==> src/rtl/trg_veto_release_ctl.sv <==
// Trigger veto release sequencer: waits for masked SCROD DONEs after each veto edge, then pulses TRG_VETO_RESET.
// Latency: veto edge to release pulse is HOLDOFF_CYCLES+2 minimum, HOLDOFF_CYCLES+TIMEOUT_CYCLES+1 maximum.
// Backpressure: a held-high veto parks the FSM in WAIT_CLEAR; TRG_FLOW_CTL_EN low aborts to IDLE without a pulse.
module trg_veto_release_ctl #(
  parameter int HOLDOFF_CYCLES = 8,
  parameter int TIMEOUT_CYCLES = 4200000
) (
  input  logic        CLK_42MHZ,
  input  logic        RESET,
  input  logic        TRG_NEEDS_VETO,
  input  logic        TRG_FLOW_CTL_EN,
  input  logic [11:0] TRG_MASK,
  input  logic [11:0] DONE,
  input  logic        CNT_CLR,
  output logic        TRG_VETO_RESET,
  output logic [11:0] PENDING,
  output logic [11:0] TIMEOUT_MASK,
  output logic [31:0] EVENT_COUNT,
  output logic [15:0] TIMEOUT_COUNT,
  output logic        BUSY,
  output logic [2:0]  STATE
);

  // One timer serves both the holdoff and the collect window, so size it for the larger.
  localparam int TMAX = (TIMEOUT_CYCLES > HOLDOFF_CYCLES) ? TIMEOUT_CYCLES : HOLDOFF_CYCLES;
  localparam int TW   = $clog2(TMAX + 1);

  typedef enum logic [2:0] {
    S_IDLE       = 3'd0,
    S_HOLDOFF    = 3'd1,
    S_COLLECT    = 3'd2,
    S_RELEASE    = 3'd3,
    S_WAIT_CLEAR = 3'd4
  } state_t;

  state_t          state;
  state_t          state_nxt;
  logic            veto_d;
  logic            veto_rise;
  logic [TW-1:0]   timer;
  logic [TW-1:0]   timer_nxt;
  logic [11:0]     pending_nxt;
  logic [11:0]     tmask_nxt;
  logic [11:0]     collect_next;
  logic            to_inc;
  logic            ev_inc;

  assign veto_rise = TRG_NEEDS_VETO & ~veto_d;
  assign STATE     = state;
  assign BUSY      = (state != S_IDLE);

  // Next-state, timer and pending-mask decode; flow-control disable overrides every state.
  always_comb begin
    state_nxt    = state;
    timer_nxt    = timer;
    pending_nxt  = PENDING;
    tmask_nxt    = TIMEOUT_MASK;
    to_inc       = 1'b0;
    ev_inc       = 1'b0;
    collect_next = PENDING & ~DONE;
    if (!TRG_FLOW_CTL_EN) begin
      state_nxt   = S_IDLE;
      pending_nxt = '0;
    end else begin
      case (state)
        S_IDLE: begin
          if (veto_rise) begin
            pending_nxt = TRG_MASK & ~DONE;
            timer_nxt   = TW'(HOLDOFF_CYCLES);
            state_nxt   = S_HOLDOFF;
          end
        end
        S_HOLDOFF: begin
          pending_nxt = collect_next;
          if (timer == TW'(1)) begin
            timer_nxt = TW'(TIMEOUT_CYCLES);
            state_nxt = S_COLLECT;
          end else begin
            timer_nxt = timer - 1'b1;
          end
        end
        S_COLLECT: begin
          // A final DONE on the expiry cycle wins over the timeout.
          if (collect_next == '0) begin
            pending_nxt = '0;
            tmask_nxt   = '0;
            state_nxt   = S_RELEASE;
          end else if (timer == TW'(1)) begin
            tmask_nxt   = collect_next;
            to_inc      = 1'b1;
            state_nxt   = S_RELEASE;
          end else begin
            timer_nxt   = timer - 1'b1;
            pending_nxt = collect_next;
          end
        end
        S_RELEASE: begin
          ev_inc      = 1'b1;
          pending_nxt = '0;
          state_nxt   = S_WAIT_CLEAR;
        end
        S_WAIT_CLEAR: begin
          if (!TRG_NEEDS_VETO) state_nxt = S_IDLE;
        end
        default: begin
          state_nxt   = S_IDLE;
          pending_nxt = '0;
        end
      endcase
    end
  end

  // State, timer, diagnostics and counters; CNT_CLR beats a same-cycle increment.
  always_ff @(posedge CLK_42MHZ) begin
    if (RESET) begin
      state          <= S_IDLE;
      veto_d         <= 1'b0;
      timer          <= '0;
      PENDING        <= '0;
      TIMEOUT_MASK   <= '0;
      TRG_VETO_RESET <= 1'b0;
      EVENT_COUNT    <= '0;
      TIMEOUT_COUNT  <= '0;
    end else begin
      state          <= state_nxt;
      veto_d         <= TRG_NEEDS_VETO;
      timer          <= timer_nxt;
      PENDING        <= pending_nxt;
      TIMEOUT_MASK   <= tmask_nxt;
      TRG_VETO_RESET <= (state_nxt == S_RELEASE);
      if (CNT_CLR)
        EVENT_COUNT <= '0;
      else if (ev_inc)
        EVENT_COUNT <= EVENT_COUNT + 32'd1;
      if (CNT_CLR)
        TIMEOUT_COUNT <= '0;
      else if (to_inc && (TIMEOUT_COUNT != 16'hFFFF))
        TIMEOUT_COUNT <= TIMEOUT_COUNT + 16'd1;
    end
  end

endmodule

==> config.mk <==
export PLATFORM = sky130hd
export DESIGN_NAME = trg_veto_release_ctl
export DESIGN_NICKNAME = d
export VERILOG_FILES = /design/src/rtl/trg_veto_release_ctl.sv
export SDC_FILE = /design/constraint.sdc
export NUM_CORES = 1
export LEC_CHECK = 0
export ABC_CLOCK_PERIOD_IN_PS = 4600
export CAP_MARGIN = 10
export CELL_PAD_IN_SITES_DETAIL_PLACEMENT = 2
export CELL_PAD_IN_SITES_GLOBAL_PLACEMENT = 2
export CORE_AREA = 2 2 127 129
export DETAILED_ROUTE_END_ITERATION = 12
export DIE_AREA = 0 0 129 131
export PLACE_DENSITY = 0.89
export SYNTH_ARGS = -nofsm -noshare
export SYNTH_HDL_FRONTEND = slang
export SYNTH_SLANG_ARGS = --single-unit
==> constraint.sdc <==
create_clock -name CLK_42MHZ -period 4.6 [get_ports CLK_42MHZ]
set_input_delay 0.92 -clock CLK_42MHZ [delete_from_list [all_inputs] [get_ports CLK_42MHZ]]
set_output_delay 0.92 -clock CLK_42MHZ [all_outputs]
set_load 0.05 [all_outputs]
==> impl_metrics.ini, run 1 <==
[power]
p_leak_nw = 2.21
powerDensity_nw_per_um2 = 305
peakVddDrop_uv = 238

[floorplan]
coreArea_um2 = 15600
num_rows = 46
fp.dieH_um = 131
ios = 106
die_area_um2 = 16900
die_x_um = 129
initial_core_util_pct = 31.1

[timing]
layout_setup_ws_ns = 1.31
final_max_slew_viol_count = 0
period_needed_ns = 3.29
relSlewSlack_pct = 47.5
fin_crit_sh_pct = 71.6
setup_viol = 0
max_slew.worst_pin.slew_ns = 0.783
rsz0062_at_grt = no
fin_tns_setup_ns = 0
final_hold_viol_count = 0
finClkSkew_ns = 0.00952
fmax_ghz = 0.304

[critical_path]
startpoint_type = primary input
critPathCapture = PENDING[4]
crit_start = DONE[9]
reg2reg_slack_ns = 1.72
r2r_end = TIMEOUT_COUNT[14]
r2r_start = timer[8]
crit_type = primary input to register
crit_arrival_ns = 3.60
crit_fanout = 9
slowest_stage = or4_1
cpMostUsedCell = nor3_2
critPathRequiredTime_ns = 4.90
path_cells = clkdlybuf4s50_1, nor2b_1, or4_1, nor3_2, nor4_1, nor3_2, a221o_1
reg2reg_depth = 6
cp-end-kind = register
max_stage_delay_ns = 0.62

[grt]
grt_pass1_wl_um = 26900
antenna_found_initial = 0
overflow = 0
grt_max_degree = 29
first_global_vias = 4994
grt_usage_pct = 20.0

[clock_network]
hold_buffers = 0
clkLatencyLatePin_ns = 0.36
numClockSinks = 100
cts_resized = 0
tritoncts = built
clk_path_buf_depth = 2
cts-root-buf = clkbuf_16
cts_htree_levels = 3
numCtsBuffers = 9
cts.clk_slew.worst_paths_ns = 0.08
post_cts_buffers = 0

[logic_synthesis]
synth_top_area_share_pct = 41.3
yosysWarnings = 0
synth_flop_cell = dfxtp_1
synth-edff-count = 0
ys_ff_latch = 100
yosysMostFrequentCell = dfxtp_1
syn_nets = 597
netlist_area_um2 = 4850
synth_top_cells_by_area = dfxtp_1, nor2_1, xor2_1
syn-instance-count = 564
synth_common_cells = dfxtp_1, nor2_1, nand2_1, nand3_1
synth_area_per_cell_um2 = 8.60
synth-seq-area-share_pct = 41.3
synth_area_leader_cell = dfxtp_1
ys_async_sr_fraction_pct = 0
ys_types = 59

[drt]
drt-vias-per-instance = 5.20
routedWlPerCell_um = 18.8
drc = 0
drt-initial-drc-count = 139
drt_wl_total_um = 16600
drt_first_pass_iters = 4
via_count = 4587
final_antenna_net_count = 0

[final_layout]
post_route_cells_drive_above_1_share_pct = 6.31
final_util_pct = 41.0
fin_nets = 694
diodes = 0
area_growth_pct = 31.8

[hold_path]
min_path_type = register to register

[run_status]
status = finished, final reports clean

[place]
preCtsSetupSlack_ns = 0.906
post-dp-hpwl_um = 12300
gp_congestion = 0.797
port_buffers = 105

[run]
drv_cap = 0
-- routing by layer --
layer  vias to the layer above  part of all wire, %  global-route usage [%]
met5                         -                    0                       0
met4                         0                  1.0                    4.80
met3                        15                  3.2                    3.50
met2                        84                   52                    36.2
met1                      2272                   44                    24.8
li1                       2216                    -                       -
-- cells by family (layout without fill, tap and decap cells) --
group	after synthesis	count (layout)	synth area share [%]
xor gates and xnor gates	41	41	7.40
muxes	14	14	2.89
buffers and inverters	37	139	3.35
adders and majority gates	4	4	1.03
AOI/OAI and AO/OA	95	95	13.3
and+or+nand+nor	273	273	30.8
DFF	100	100	41.3
-- power breakdown --
| part | internal, mW | leakage [nW] | switching, mW |
|---|---|---|---|
| logic | 0.103 | 1.27 | 0.167 |
| clock network | 0.382 | 0.138 | 0.390 |
| registers | 0.884 | 0.808 | 0.0230 |
-- worst max-delay path: cells and delay by family --
kind | cells | cell delay [ns]
buffers and inverters | 1 | 0.49
and+or+nand+nor | 5 | 1.92
AOI/OAI and AO/OA | 1 | 0.26
-- how the worst min path moves through the flow --
stage              from  endpoint  slack [ns]  cells after the start
2_1_floorplan  timer[3]  timer[3]        0.45                      2
3_3_place_gp   timer[3]  timer[3]        0.47                      2
3_5_place_dp   timer[3]  timer[3]        0.48                      2
4_1_cts        timer[3]  timer[3]        0.50                      2
5_1_grt        timer[3]  timer[3]        0.52                      2
6_report       timer[3]  timer[3]        0.49                      2
-- layout by cell type (no fill, tap or decap), types with 7 or more instances in the layout --
master / instances
mux2i_1: 14
or3_1: 19
clkbuf_16: 9
nor3b_1: 12
nand4_1: 15
xor2_1: 25
nor2_1: 79
nor2b_1: 15
or4_1: 13
inv_1: 12
nand2_1: 34
a221o_1: 9
and3_1: 11
a21oi_1: 25
nor3_1: 10
nand3_1: 27
a211oi_1: 7
clkdlybuf4s50_1: 105
o21ai_0: 16
xnor2_1: 16
nor4_1: 8
o31ai_1: 9
dfxtp_1: 100
-- cell type report --
type,count,area [um2]
Sequential cell,100,2000
Fill cell,1713,9200
Multi-Input combinational cell,427,2690
Clock buffer,9,225
Timing Repair Buffer,111,1100
Tap cell,216,270
Inverter,12,45.0
Clock inverter,7,68.8
-- metrics by stage --
stage | area, um2 | cells | power (mW) | hold slack [ns]
finish | 6390 | 882 | 1.95 | 0.493
global route | 6390 | 882 | 2.03 | 0.517
CTS | 6390 | 882 | 1.96 | 0.495
detailed placement | 6100 | 866 | 1.19 | 0.482
global placement | 6100 | 866 | 1.18 | 0.469
floorplan | 4850 | 564 | 1.10 | 0.450
-- state kept, by name (all words and copies together) (netlist names) --
signal and cells:
EVENT_COUNT 32, TIMEOUT_MASK 12, TRG_VETO_RESET 1, timer 23, veto_d 1, PENDING 12, TIMEOUT_COUNT 16, STATE 3
No activity file was read; power rests on OpenSTA's default activity.
==> inputs of run 2 (changes only) <==
Settings changed: ABC_CLOCK_PERIOD_IN_PS 4600 to 3200, CORE_AREA 2 2 127 129 to 2 2 131 133, DIE_AREA 0 0 129 131 to 0 0 133 135, PLACE_DENSITY 0.89 to 0.85.
Clock period 4.6 ns to 3.2 ns, I/O delays scaled along.
==> impl_metrics.ini, run 2 (synthesis gave the netlist of run 1 again) <==
[grt]
grt_max_degree = 28
grt_usage_pct = 20.2
overflow = 0
grt_pass1_wl_um = 28900
first_global_vias = 5330
antenna_found_initial = 0

[final_layout]
design_area_um2 = 6550
final_cell_count_no_fill = 905
largest_reg_flops = 32
layout_common_cells = clkdlybuf4s50_1, dfxtp_1, nor2_1, nand2_1, nand3_1
fin_nets = 713
final_util_pct = 39.9
mostFrequentLayoutCell = clkdlybuf4s50_1
regMostFlops = EVENT_COUNT
diodes = 0
largestRegisters = EVENT_COUNT: 32 flops, timer: 23 flops, TIMEOUT_COUNT: 16 flops
area_growth_pct = 35.0
post_route_cells_drive_above_1_share_pct = 8.76

[critical_path]
cp.depth = 5
r2r_start = timer[14]
path_cells = buf_4, or2_2, nor2_1, inv_1, clkdlybuf4s50_1
crit_type = register to output pin
critPathRequiredTime_ns = 2.56
crit_family = buffers and inverters
crit_fanout = 10
r2r_end = PENDING[3]
critPathCapture = BUSY
reg2reg_depth = 5
startpoint_type = register
crit_arrival_ns = 2.17
crit_start = STATE[1]
critPathBufInv = 3
max_stage_delay_ns = 0.70
cp-end-kind = output pin
slowest_stage = clkdlybuf4s50_1
reg2reg_slack_ns = 0.46

[drt]
drt-initial-drc-count = 248
drt_wl_total_um = 17900
routedWlPerCell_um = 19.7
drt_first_pass_iters = 4
final_antenna_net_count = 0
via_count = 4802
drt-vias-per-instance = 5.31
drc = 0

[timing]
fmax_ghz = 0.355
finClkSkew_ns = 0.00839
relSlewSlack_pct = 36.4
rsz0062_at_grt = no
final_max_slew_viol_count = 0
period_needed_ns = 2.81
fin_crit_sh_pct = 87.9
final_hold_viol_count = 0
holdWs_ns = 0.511
fin_tns_setup_ns = 0
setup_viol = 0
max_slew.worst_pin.slew_ns = 0.947

[place]
post-dp-hpwl_um = 13300
gp_congestion = 0.872
place_inst = 889
placed_area_um2 = 6250
port_buffers = 105

[power]
pwr-share-comb_pct = 14.1
seqPwrFrac_pct = 45.7
powerDensity_nw_per_um2 = 435
switching_power_mw = 0.789
peakVddDrop_uv = 298
p_leak_nw = 2.32
switching_share_pct = 27.7
p_clk_share_pct = 40.1
cell_internal_pwr_mw = 2.06

[clock_network]
cts.clk_slew.worst_paths_ns = 0.07
clkLatencyLatePin_ns = 0.36
numCtsBuffers = 9
clk_path_buf_depth = 2
post_cts_buffers = 0
tritoncts = built
cts_htree_levels = 3
numClockSinks = 100
cts-root-buf = clkbuf_16
hold_buffers = 0
cts_resized = 0

[floorplan]
initial_core_util_pct = 29.6
die_area_um2 = 18000
fp.dieH_um = 135
die_x_um = 133
num_rows = 47
ios = 106
coreArea_um2 = 16400

[run]
drv_cap = 0

[run_status]
status = finished, final reports clean

[hold_path]
min_path_type = register to register
-- run 2: cell count changes in the layout (fill, tap and decap cells not counted) --
| cell | change |
|---|---|
| clkbuf_1 | +1 |
| inv_6 | -2 |
| clkinv_8 | -1 |
| buf_4 | +19 |
| clkinv_2 | +1 |
| clkbuf_8 | +1 |
| clkinvlp_4 | -1 |
| bufinv_16 | +1 |
| inv_8 | -1 |
| clkinv_4 | +1 |
-- run 2: layer usage --
layer / share of wire, % / GRT usage (%) / routed length, um
met4: 1.0 / 5.26 / 187
met1: 42 / 22.6 / 7520
met3: 2.7 / 2.93 / 479
met5: 0 / 0 / 0
met2: 54 / 39.7 / 9680
-- run 2: how the worst min path moves through the flow --
stage,startpoint,end,slack (ns),cells past startpoint
after floorplan,timer[3],timer[3],0.45,2
after global placement,timer[3],timer[3],0.46,2
after detailed placement,timer[5],timer[5],0.50,2
after CTS,timer[5],timer[5],0.51,2
after global routing,PENDING[8],PENDING[8],0.53,1
final,TIMEOUT_MASK[5],TIMEOUT_MASK[5],0.51,2
-- run 2: cell type report --
| class | count | area, um2 |
|---|---|---|
| fill | 1798 | 9860 |
| sequential | 100 | 2000 |
| clock buffer | 11 | 243 |
| timing repair buffer | 130 | 1240 |
| clock inverter | 5 | 60.1 |
| inverter | 12 | 45.0 |
| multi-input combinational | 427 | 2690 |
| tap | 220 | 275 |
-- run 2: worst register-to-register path: stages, from the launching register on --
cell	delay, ns
dfxtp_1	0.35
nor4_1	0.40
nand4_2	0.32
or4_1	0.55
o21ai_1	0.75
a221o_1	0.31
-- run 2: power groups by stage --
stage / combinational, mW / sequential (mW) / clock (mW)
final: 0.403 / 1.30 / 1.14
after global placement: 0.376 / 1.33 / 0
after floorplan: 0.242 / 1.33 / 0
after global routing: 0.443 / 1.31 / 1.21
after detailed placement: 0.395 / 1.33 / 0
after CTS: 0.403 / 1.30 / 1.17
-- run 2: through the flow --
stage | total power [mW] | worst slack (ns)
2_1_floorplan | 1.57 | 0.679
3_3_place_gp | 1.70 | 0.160
3_5_place_dp | 1.73 | 0.0683
4_1_cts | 2.88 | 0.363
5_1_grt | 2.96 | 0.214
6_report | 2.85 | 0.386
==> inputs of run 3 (changes only) <==
Settings changed: ABC_CLOCK_PERIOD_IN_PS 3200 to 3100.
Clock period 3.2 ns to 3.1 ns, I/O delays scaled along.
==> impl_metrics.ini, run 3 (synthesis gave the netlist of run 1 again) <==
[timing]
final_max_slew_viol_count = 0
final_hold_viol_count = 0
finClkSkew_ns = 0.00562
fmax_ghz = 0.354
setup_viol = 0
fin_tns_setup_ns = 0
rsz0062_at_grt = no
period_needed_ns = 2.82
max_slew.worst_pin.slew_ns = 0.792
fin_crit_sh_pct = 91.0
relSlewSlack_pct = 47.0
layout_setup_ws_ns = 0.279

[critical_path]
reg2reg_depth = 6
critPathRequiredTime_ns = 2.48
crit_type = register to output pin
startpoint_type = register
reg2reg_slack_ns = 0.30
crit_arrival_ns = 2.20
crit_fanout = 11
cp-end-kind = output pin

[final_layout]
largestRegisters = EVENT_COUNT: 32 flops, timer: 23 flops, TIMEOUT_COUNT: 16 flops
final_util_pct = 40.1
regMostFlops = EVENT_COUNT
mostFrequentLayoutCell = clkdlybuf4s50_1
fin_nets = 710
nFillCells = 1803
post_route_cells_drive_above_1_share_pct = 8.50
seq_area_um2 = 2000
multiInputGateArea_um2 = 2690
design_area_um2 = 6590
diodes = 0
largest_reg_flops = 32
area_growth_pct = 35.7
layout_common_cells = clkdlybuf4s50_1, dfxtp_1, nor2_1, nand2_1, nand3_1

[grt]
grt_pass1_wl_um = 29100
grt_usage_pct = 20.2
overflow = 0
first_global_vias = 5415
antenna_found_initial = 0
grt_max_degree = 28

[power]
p_clk_share_pct = 42.0
p_total_mw = 3.03
p_leak_nw = 2.33
powerDensity_nw_per_um2 = 460
peakVddDrop_uv = 287
switching_share_pct = 26.6
seqPwrFrac_pct = 44.4
pwr-share-comb_pct = 13.6
switching_power_mw = 0.806
cell_internal_pwr_mw = 2.23

[place]
post-dp-hpwl_um = 13200
preCtsSetupSlack_ns = 0.0258
gp_congestion = 0.833
placed_area_um2 = 6250
port_buffers = 105

[clock_network]
cts-root-buf = clkbuf_16
cts_resized = 0
numClockSinks = 100
cts_htree_levels = 3
cts.clk_slew.worst_paths_ns = 0.07
post_cts_buffers = 0
hold_buffers = 0
numCtsBuffers = 9
clk_path_buf_depth = 2
clkLatencyLatePin_ns = 0.35
tritoncts = built

[hold_path]
holdPathStages = 2
min_path_type = register to register

[floorplan]
die_x_um = 133
coreArea_um2 = 16400
die_area_um2 = 18000
ios = 106
initial_core_util_pct = 29.6
num_rows = 47
fp.dieH_um = 135

[drt]
drt-vias-per-instance = 5.28
via_count = 4761
drt_wl_total_um = 17700
final_antenna_net_count = 0
drt-initial-drc-count = 212
routedWlPerCell_um = 19.7
drt_first_pass_iters = 4
drc = 0

[run_status]
status = finished, final reports clean

[run]
drv_cap = 0
==> run 3: changes by cell type in the layout (fill, tap and decap cells not counted), sizes merged <==
cell / change
clkinv: -1
buf: -3
bufinv: +1
==> run 3: power by group through the flow <==
stage | Clock (mW) | Combinational, mW | Sequential (mW)
2_1_floorplan | 0 | 0.250 | 1.38
3_3_place_gp | 0 | 0.384 | 1.37
3_5_place_dp | 0 | 0.404 | 1.37
4_1_cts | 1.30 | 0.414 | 1.35
5_1_grt | 1.36 | 0.456 | 1.35
6_report | 1.27 | 0.414 | 1.35
==> run 3: final cells by class <==
| cell class | count | area share [%] |
|---|---|---|
| clock buffers | 11 | 3.84 |
| clock inverters | 5 | 1.24 |
| inverters | 12 | 0.684 |
| multi-input cells | 427 | 40.8 |
| flip-flops and latches | 100 | 30.4 |
| well taps | 220 | 4.18 |
| repair buffers | 127 | 18.8 |
==> run 3: worst paths after layout <==
| check | start | end |
|---|---|---|
| hold / removal | timer[3] | timer[3] |
| setup / recovery | STATE[0] | BUSY |
| setup reg to reg | timer[9] | timer[17] |
| hold reg to reg | timer[3] | timer[3] |
==> run 3: per-stage QoR <==
| step | hold slack, ns | instances |
|---|---|---|
| 2_1_floorplan | 0.450 | 564 |
| 3_3_place_gp | 0.465 | 886 |
| 3_5_place_dp | 0.478 | 886 |
| 4_1_cts | 0.490 | 902 |
| 5_1_grt | 0.512 | 902 |
| 6_report | 0.489 | 902 |
==> run 3: per-layer routing <==
| metal | track usage [%] | vias up | wire [um] |
|---|---|---|---|
| li1 | - | 2253 | - |
| met1 | 23.2 | 2385 | 7440 |
| met2 | 37.9 | 105 | 9480 |
| met3 | 4.20 | 18 | 569 |
| met4 | 5.68 | 0 | 242 |
| met5 | 0 | - | 0 |
==> run 3: worst max-delay path, stage by stage, from the launching register on <==
cell	delay, ns
dfxtp_1	0.59
or2_2	0.29
nor2_1	0.09
inv_1	0.09
clkdlybuf4s50_1	0.80
